### src/rtl/sine_pkg.sv
// Shared widths, FSM encoding and output saturation for the sine voice path.
package sine_pkg;
  localparam int PHASE_W  = 22;
  localparam int ROM_AW   = 10;
  localparam int SAMPLE_W = 16;
  localparam int STEP_W   = 20;

  typedef enum logic [1:0] {IDLE, ISSUE, CAPTURE, DONE} state_t;

  // Clamp a sign-extended sum into the 16-bit sample range.
  function automatic logic signed [SAMPLE_W-1:0] sat16(input logic signed [31:0] v);
    if (v > 32'sd32767) return 16'sh7FFF;
    if (v < -32'sd32768) return 16'sh8000;
    return v[SAMPLE_W-1:0];
  endfunction
endpackage

### src/rtl/sine_phase_fold.sv
// Quarter-wave fold: odd quadrants mirror the address, upper half-wave negates.
module sine_phase_fold
  import sine_pkg::*;
(
  input  logic [PHASE_W-1:0] phase,
  output logic [ROM_AW-1:0]  rom_addr,
  output logic               negate
);
  logic [ROM_AW-1:0] raw;

  assign raw      = phase[19:10];
  assign rom_addr = phase[20] ? ~raw : raw;
  assign negate   = phase[21];
endmodule

### src/rtl/sine_voice_scheduler.sv
// Shares one synchronous sine ROM across NUM_VOICES phase accumulators and
// mixes the voices into one scaled, saturated sample per generate_next.
module sine_voice_scheduler
  import sine_pkg::*;
#(
  parameter int NUM_VOICES = 3,
  parameter int MIX_SHIFT  = 2
) (
  input  logic                         clk,
  input  logic                         reset,
  input  logic                         generate_next,
  input  logic [STEP_W*NUM_VOICES-1:0] step_size,
  input  logic [NUM_VOICES-1:0]        voice_en,
  output logic [ROM_AW-1:0]            rom_addr,
  input  logic [SAMPLE_W-1:0]          rom_dout,
  output logic [SAMPLE_W-1:0]          sample,
  output logic                         sample_ready,
  output logic                         busy,
  output logic                         overrun
);
  localparam int ACC_W = SAMPLE_W + $clog2(NUM_VOICES) + 1;
  localparam int IDX_W = (NUM_VOICES > 1) ? $clog2(NUM_VOICES) : 1;

  state_t                                state, state_nxt;
  logic [IDX_W-1:0]                      idx;
  logic [NUM_VOICES-1:0][PHASE_W-1:0]    phase;
  logic [NUM_VOICES-1:0][STEP_W-1:0]     steps;
  logic signed [ACC_W-1:0]               acc, term, dout_ext, shifted;
  logic [ROM_AW-1:0]                     addr_q, fold_addr;
  logic                                  fold_neg, neg_q, en_q, last;

  assign steps    = step_size;
  assign last     = (idx == IDX_W'(NUM_VOICES - 1));
  assign dout_ext = ACC_W'($signed(rom_dout));
  assign shifted  = acc >>> MIX_SHIFT;

  sine_phase_fold u_fold (
    .phase    (phase[idx]),
    .rom_addr (fold_addr),
    .negate   (fold_neg)
  );

  // Address is live during ISSUE so the ROM's registered output lands in CAPTURE.
  assign rom_addr     = (state == ISSUE) ? fold_addr : addr_q;
  assign sample_ready = (state == DONE);

  always_comb begin
    term = '0;
    if (en_q) term = neg_q ? -dout_ext : dout_ext;
  end

  always_comb begin
    state_nxt = state;
    case (state)
      IDLE:    if (generate_next) state_nxt = ISSUE;
      ISSUE:   state_nxt = CAPTURE;
      CAPTURE: state_nxt = last ? DONE : ISSUE;
      DONE:    state_nxt = IDLE;
      default: state_nxt = IDLE;
    endcase
  end

  always_ff @(posedge clk) begin
    if (reset) begin
      state   <= IDLE;
      idx     <= '0;
      acc     <= '0;
      addr_q  <= '0;
      neg_q   <= 1'b0;
      en_q    <= 1'b0;
      busy    <= 1'b0;
      overrun <= 1'b0;
      sample  <= '0;
      phase   <= '0;
    end else begin
      state <= state_nxt;
      if (generate_next && state != IDLE) overrun <= 1'b1;
      case (state)
        IDLE: if (generate_next) begin
          acc  <= '0;
          idx  <= '0;
          busy <= 1'b1;
        end
        ISSUE: begin
          addr_q <= fold_addr;
          neg_q  <= fold_neg;
          en_q   <= voice_en[idx];
          // Disabled voices park at phase 0 so a re-enabled note starts cleanly.
          for (int v = 0; v < NUM_VOICES; v++)
            if (idx == IDX_W'(v))
              phase[v] <= voice_en[v] ? phase[v] + PHASE_W'(steps[v]) : '0;
        end
        CAPTURE: begin
          acc <= acc + term;
          if (!last) idx <= idx + 1'b1;
        end
        DONE: begin
          sample <= sat16(32'(shifted));
          busy   <= 1'b0;
        end
        default: ;
      endcase
    end
  end
endmodule

### config.mk
export PLATFORM = sky130hd
export DESIGN_NAME = sine_voice_scheduler
export DESIGN_NICKNAME = d
export VERILOG_FILES = /design/src/rtl/sine_pkg.sv /design/src/rtl/sine_phase_fold.sv /design/src/rtl/sine_voice_scheduler.sv
export SDC_FILE = /design/constraint.sdc
export NUM_CORES = 1
export LEC_CHECK = 0
export ABC_CLOCK_PERIOD_IN_PS = 4200
export BUFFER_PORTS_ARGS = -buffer_cell sky130_fd_sc_hd__buf_4
export CORE_MARGIN = 1
export CORE_UTILIZATION = 39
export DETAILED_ROUTE_END_ITERATION = 12
export GPL_TIMING_DRIVEN = 0
export PLACE_DENSITY = 0.57
export REMOVE_ABC_BUFFERS = 1
export SLEW_MARGIN = 20
export SYNTH_ARGS = -nofsm -noshare
export SYNTH_HDL_FRONTEND = slang
export SYNTH_SLANG_ARGS = --single-unit
### constraint.sdc
create_clock -name clk -period 4.2 [get_ports clk]
set_clock_uncertainty 0.05 [all_clocks]
set_input_delay 0.21 -clock clk [delete_from_list [all_inputs] [get_ports clk]]
set_output_delay 0.21 -clock clk [all_outputs]
set_load 0.05 [all_outputs]
# Word level (Yosys, flattened, before mapping)
# Cells that the tools add are included.
# totals
reg_bits,119
elab_cells,73
# op_classes
addsub,6
n_lt_le_gt_ge,3
n_eq_ne,7
mux,32
bitwise,1
n_reduce_logical,12
# op_table
op,n
2-to-1 mux 22 bit,4
adder 22 x 20 -> 22 bit,3
2-to-1 mux 16 bit,4
2-to-1 mux 19 bit,3
binary-select mux 22 bit (select 2 bit),1
case mux 19 bit (2 select lines),1
2-to-1 mux 10 bit,2
adder 19 bit,1
negation 16 -> 19 bit,1
> comparator 17 x 16 -> 1 bit (second input constant),1
< comparator 17 x 16 -> 1 bit (second input constant),1
inverter 10 bit,1
AND reduction 2 bit,5
2-to-1 mux 1 bit,9
2-to-1 mux 2 bit,4
case mux 2 bit (4 select lines),1
== test 2 bit (second input constant),3
nonzero test 2 bit,3
== test 2 x 1 -> 1 bit (second input constant),2
logical NOT 2 bit,2
!= test 2 bit (second input constant),2
case mux 2 bit (2 select lines),1
< comparator 2 x 3 -> 1 bit (second input constant),1
AND reduction 3 bit,1
4 further kinds,4

# Longest topological paths before layout
# depth
ltp_word,9
ltp_mapped,16

# By module
# Synthesis repeated with hierarchy kept, for this count alone.
# unflattened
cells_unflattened,1148
area_unflattened_um2,9170.0
# by_module_without_submodules
mod,instances,cells_each,area_each_um2
sine_voice_scheduler,1,1136,9063.7
sine_phase_fold,1,12,106.4

# Worst setup path after synthesis
# Ideal clock, no wire load.
# synth_timing
path_kind,input to register
start,input rom_dout[5]
end,register acc[18]
setup_time_ns,0.075
arrival_time_ns,3.704
setup_slack_ns,0.371
path_stages,15
path_buffers,0
path_cell_list,or3_4 > or3_4 > or4_2 > o21ai_0 > xnor2_1 > and2_1 > ha_1 > a21o_1 > a221o_1 > a21oi_1 > a21bo_2 > a211oi_1 > xor2_1 > a21oi_1 > o22ai_1
# synth_between
elab_chain_cells,5
# synth_lines
item,line_no,text
start: declaration,sine_voice_scheduler.sv:15,"input logic [SAMPLE_W-1:0] rom_dout,"
negation 16 -> 19 bit,sine_voice_scheduler.sv:49,if (en_q) term = neg_q ? -dout_ext : dout_ext;
2-to-1 mux 19 bit * (2 in a row),sine_voice_scheduler.sv:49,
adder 19 bit *,sine_voice_scheduler.sv:94,acc <= acc + term;
case mux 19 bit (2 select lines) *,sine_voice_scheduler.sv:78,case (state)
end signal: assignment,sine_voice_scheduler.sv:94,
end: declaration,sine_voice_scheduler.sv:28,"logic signed [ACC_W-1:0] acc, term, dout_ext, shifted;"
# Every way passes the cells marked *; elsewhere a longest branch is shown, timed or not.
# A chain may end at the register's enable or synchronous reset.

# Worst setup path in the final report
# Same ends and word-level chain as after synthesis.

==> run summary <==
• 0 — Final Max Tran Viols
• 2934 uW — post-layout power
• 1382 — number of cells in the design after placement
• 376 — number of design-rule violations left by the first detailed-router iteration
• 0 — proportion of synthesized flip-flops having asynchronous set or reset
• 22500 um2 — Die Area
• 17.91% — P&R area growth vs syn
• 110 — number of buffer cells added on primary ports
• 0 — post-cts resize count
• no — unrepaired setup endpoints after global routing
• 17 — number of buffers created by CTS
• 3.788 ns — Period minus WS final
• 286.5 uV — VDD IR max
• 16370 um — Detailed Place HPWL
• 0 — number of antenna violations at the first check in global routing
• 21950 um — wire length after detailed routing
• input port — category of the worst setup path launch point
• buf_4, or3_4, or3_4, or4_2, o21ai_0, xnor2_1, and2_1, ha_1, and3_1, a221o_1, a21oi_1, a21bo_2, a211oi_1, xor2_1, a21oi_1, o22ai_1 — chain of cells forming the critical path
• 0 — cts-stage hold buffer count
• 4.49 ns — required time at the worst-slack endpoint
• 0 — count of endpoints failing hold in the final timing report
• 7716 — vias after detailed routing
• 0.2788 — share of Yosys cell area claimed by the top area cell type
• clkbuf_16 — library cell used as clock root buffer
• 5 — CP max FO
• 0.1362 — layout cells sized above 1
• 53 — pin count of the biggest net entering global routing
• 264.0 MHz — highest attainable clock frequency
• 111 — top-level I/O count
• 0 — Max-cap violations
• 15.54 um — average wire per standard cell
• 0.05679 ns — final hold slack
• 0 — Finish-stage setup viols
• dfxtp_1, ha_1, xnor2_1 — Area contributors post-synth
• 150.0 um — die outline width
• 53 — total number of placement rows
• 2 — CTS max path bufs
• 1413 — Post-Layout Cell Count
• 291.2 nW/um2 — power density relative to cell area
• flip-flop — Worst Setup End Kind
• 0.2788 — sequential area share after synthesis
• 7190 — vias in the first global route
• 0.004462 uW — Pleak
• 119 — Sinks on Clock Net
• 1 — number of buffers and inverters on the critical path
• 119 — number of flip-flops and latches in the synthesized netlist
• in2reg — category of the critical setup timing path
• 0.3179 — worst rel slew slack
• 0 — count of flip-flops with a built-in enable after synthesis
• 0 — Remaining Overflow, GRT
• 0.9019 — fin crit share
• 0.74 ns — worst setup slack for register-to-register paths
• 60 — Yosys cell types
• 0.8599 — last weighted congestion value of the routability-driven placer
• 0.4027 — starting density of the core
• simple AND/OR/NAND/NOR gates — CP delay by family, top
• 0 — Warnings, synthesis
• 0 — post-CTS repair timing setup buffer count
• 5 — number of optimization iterations in the first detailed-route pass
• 8544 um2 — combined area of all synthesized cells
• dfxtp_1 — commonest register cell after synthesis
• 1046 — post-synthesis instance total
• 35740 um — wire length of the first global-routing pass
• 0 — Residual DRC
• -0.01174 ns — worst setup slack before clock tree synthesis
• or4_2 — library cell contributing the largest single delay on the critical path
• 4 — total number of H-tree levels
• 150.0 um — Die Span Y
• 1.019 ns — measured slew at the worst slew-check pin
• 1294 — final net count
• 0 — Final ANT Viol Nets
• 0.06 ns — clock-pin slew of the registers on the worst-case setup and hold paths
• 21220 um2 — core outline area
• 4.08 ns — Data arrival, critical path
• finished clean — status
• 8.169 um2 — Mean Syn Cell Area
• 0.4119 ns — post-route worst setup slack
• 0.42 ns — source-to-sink clock delay at the later pin of the worst-skew pair
• built — CTS tree
• dfxtp_1 — dominant cell type by area after synthesis
• 0 — number of inserted diodes
• in2reg — Hold/Removal Path Class
• 0.1999 — Overall Global Routing Usage
• 0.60 ns — critical path's largest stage delay
• 5.461 — via-per-instance ratio
cells in the mapped netlist, types with 4 or more instances:
library cell / n
a22oi_1: 19
o21bai_1: 8
clkbuf_1: 48
or3_1: 6
o211ai_1: 9
a31oi_1: 10
o21a_1: 15
nor3_1: 13
xor2_1: 25
and2_1: 30
fa_1: 4
a21o_1: 32
a22o_1: 42
ha_1: 82
o21ai_0: 60
nor2_1: 74
and3_1: 9
xnor2_1: 62
nand2_1: 89
nand2b_1: 10
o22ai_1: 13
a21oi_1: 104
nand3b_1: 6
mux2i_1: 14
dfxtp_1: 119
nand3_1: 31
o31ai_1: 11
a211oi_1: 6
nand4_1: 9
inv_1: 22
nor2b_1: 10
a221oi_1: 5
mux2_2: 4
per-layer routing:
metal / GRT usage / wire, um / up-vias
li1: - / - / 4009
met1: 0.2814 / 11070 / 3552
met2: 0.3039 / 9527 / 131
met3: 0.04299 / 994 / 24
met4: 0.05657 / 355 / 0
met5: 0 / 0 / -
logic make-up after synthesis:
logic type,after synthesis,share of synthesized area
buf+inv,72,0.03192
fa+ha+maj,86,0.1294
simple gates,304,0.1729
flops,119,0.2788
xor+xnor,87,0.08918
mux,18,0.02167
compound gates,360,0.2760
cell type report:
| type | count | area [um2] |
|---|---|---|
| inverter | 22 | 82.58 |
| tap | 275 | 344.1 |
| timing repair buffer | 111 | 833.3 |
| fill | 2139 | 11150 |
| clock inverter | 3 | 15.01 |
| multi-input combinational | 855 | 5899 |
| clock buffer | 28 | 516.7 |
| sequential | 119 | 2384 |
cell usage in the layout, fill, tap and decap left out, types with 9 or more instances in the layout:
master     instances
xnor2_1           62
nand3_1           31
xor2_1            25
o22ai_1           12
inv_1             22
and2_1            30
nand2_1           89
o31ai_1           11
dfxtp_1          118
mux2i_1           14
nor3_1            13
ha_1              82
and3_1             9
a21oi_1          104
nand4_1            9
nand2b_1          10
clkbuf_16         17
a31oi_1           10
a22o_1            42
buf_4            111
nor2b_1           10
a22oi_1           19
o21a_1            15
a21o_1            32
nor2_1            74
o21ai_0           59
o211ai_1           9
metrics by stage:
| stage | utilization | cell area, um2 | setup TNS [ns] |
|---|---|---|---|
| 2_1_floorplan | - | 8354 | 0 |
| 3_3_place_gp | 0.4488 | 9524 | 0 |
| 3_5_place_dp | 0.4495 | 9539 | -0.01174 |
| 4_1_cts | 0.4746 | 10070 | 0 |
| 5_1_grt | 0.4748 | 10070 | 0 |
| 6_report | 0.4748 | 10070 | 0 |
flip-flops by register name, summed over array words and instances (netlist names):
name     count
overrun      1
sample      16
state        2
addr_q      10
phase       66
idx          2
busy         1
acc         19
en_q         1
neg_q        1
path summary, 6_finish.rpt:
| path | to | depth (start not counted) | start |
|---|---|---|---|
| worst min-delay path | overrun$_SDFFE_PP0P_ | 3 | generate_next |
| worst max-delay path | acc[18]$_SDFFE_PP0P_ | 16 | rom_dout[5] |
| worst max register to register | acc[15]$_SDFFE_PP0P_ | 11 | neg_q$_SDFFE_PP0P_ |
| worst min register to register | phase[22]$_SDFFE_PP0P_ | 2 | phase[22]$_SDFFE_PP0P_ |
power breakdown:
part | switching [uW] | internal, uW | total, uW
clock network | 506 | 827 | 1330
registers | 23.5 | 1150 | 1170
logic | 240 | 188 | 428
worst reg2reg max path: stages, from the launching register on:
cell      delay [ns]
dfxtp_1         0.69
o21ai_0         0.23
xnor2_1         0.17
and2_1          0.16
ha_1            0.36
nand3_1         0.10
a21boi_0        0.30
nor3_1          0.12
o31ai_1         0.48
a21oi_1         0.17
a41o_1          0.26
a221o_1         0.25
No activity file was read; power rests on OpenSTA's default activity.
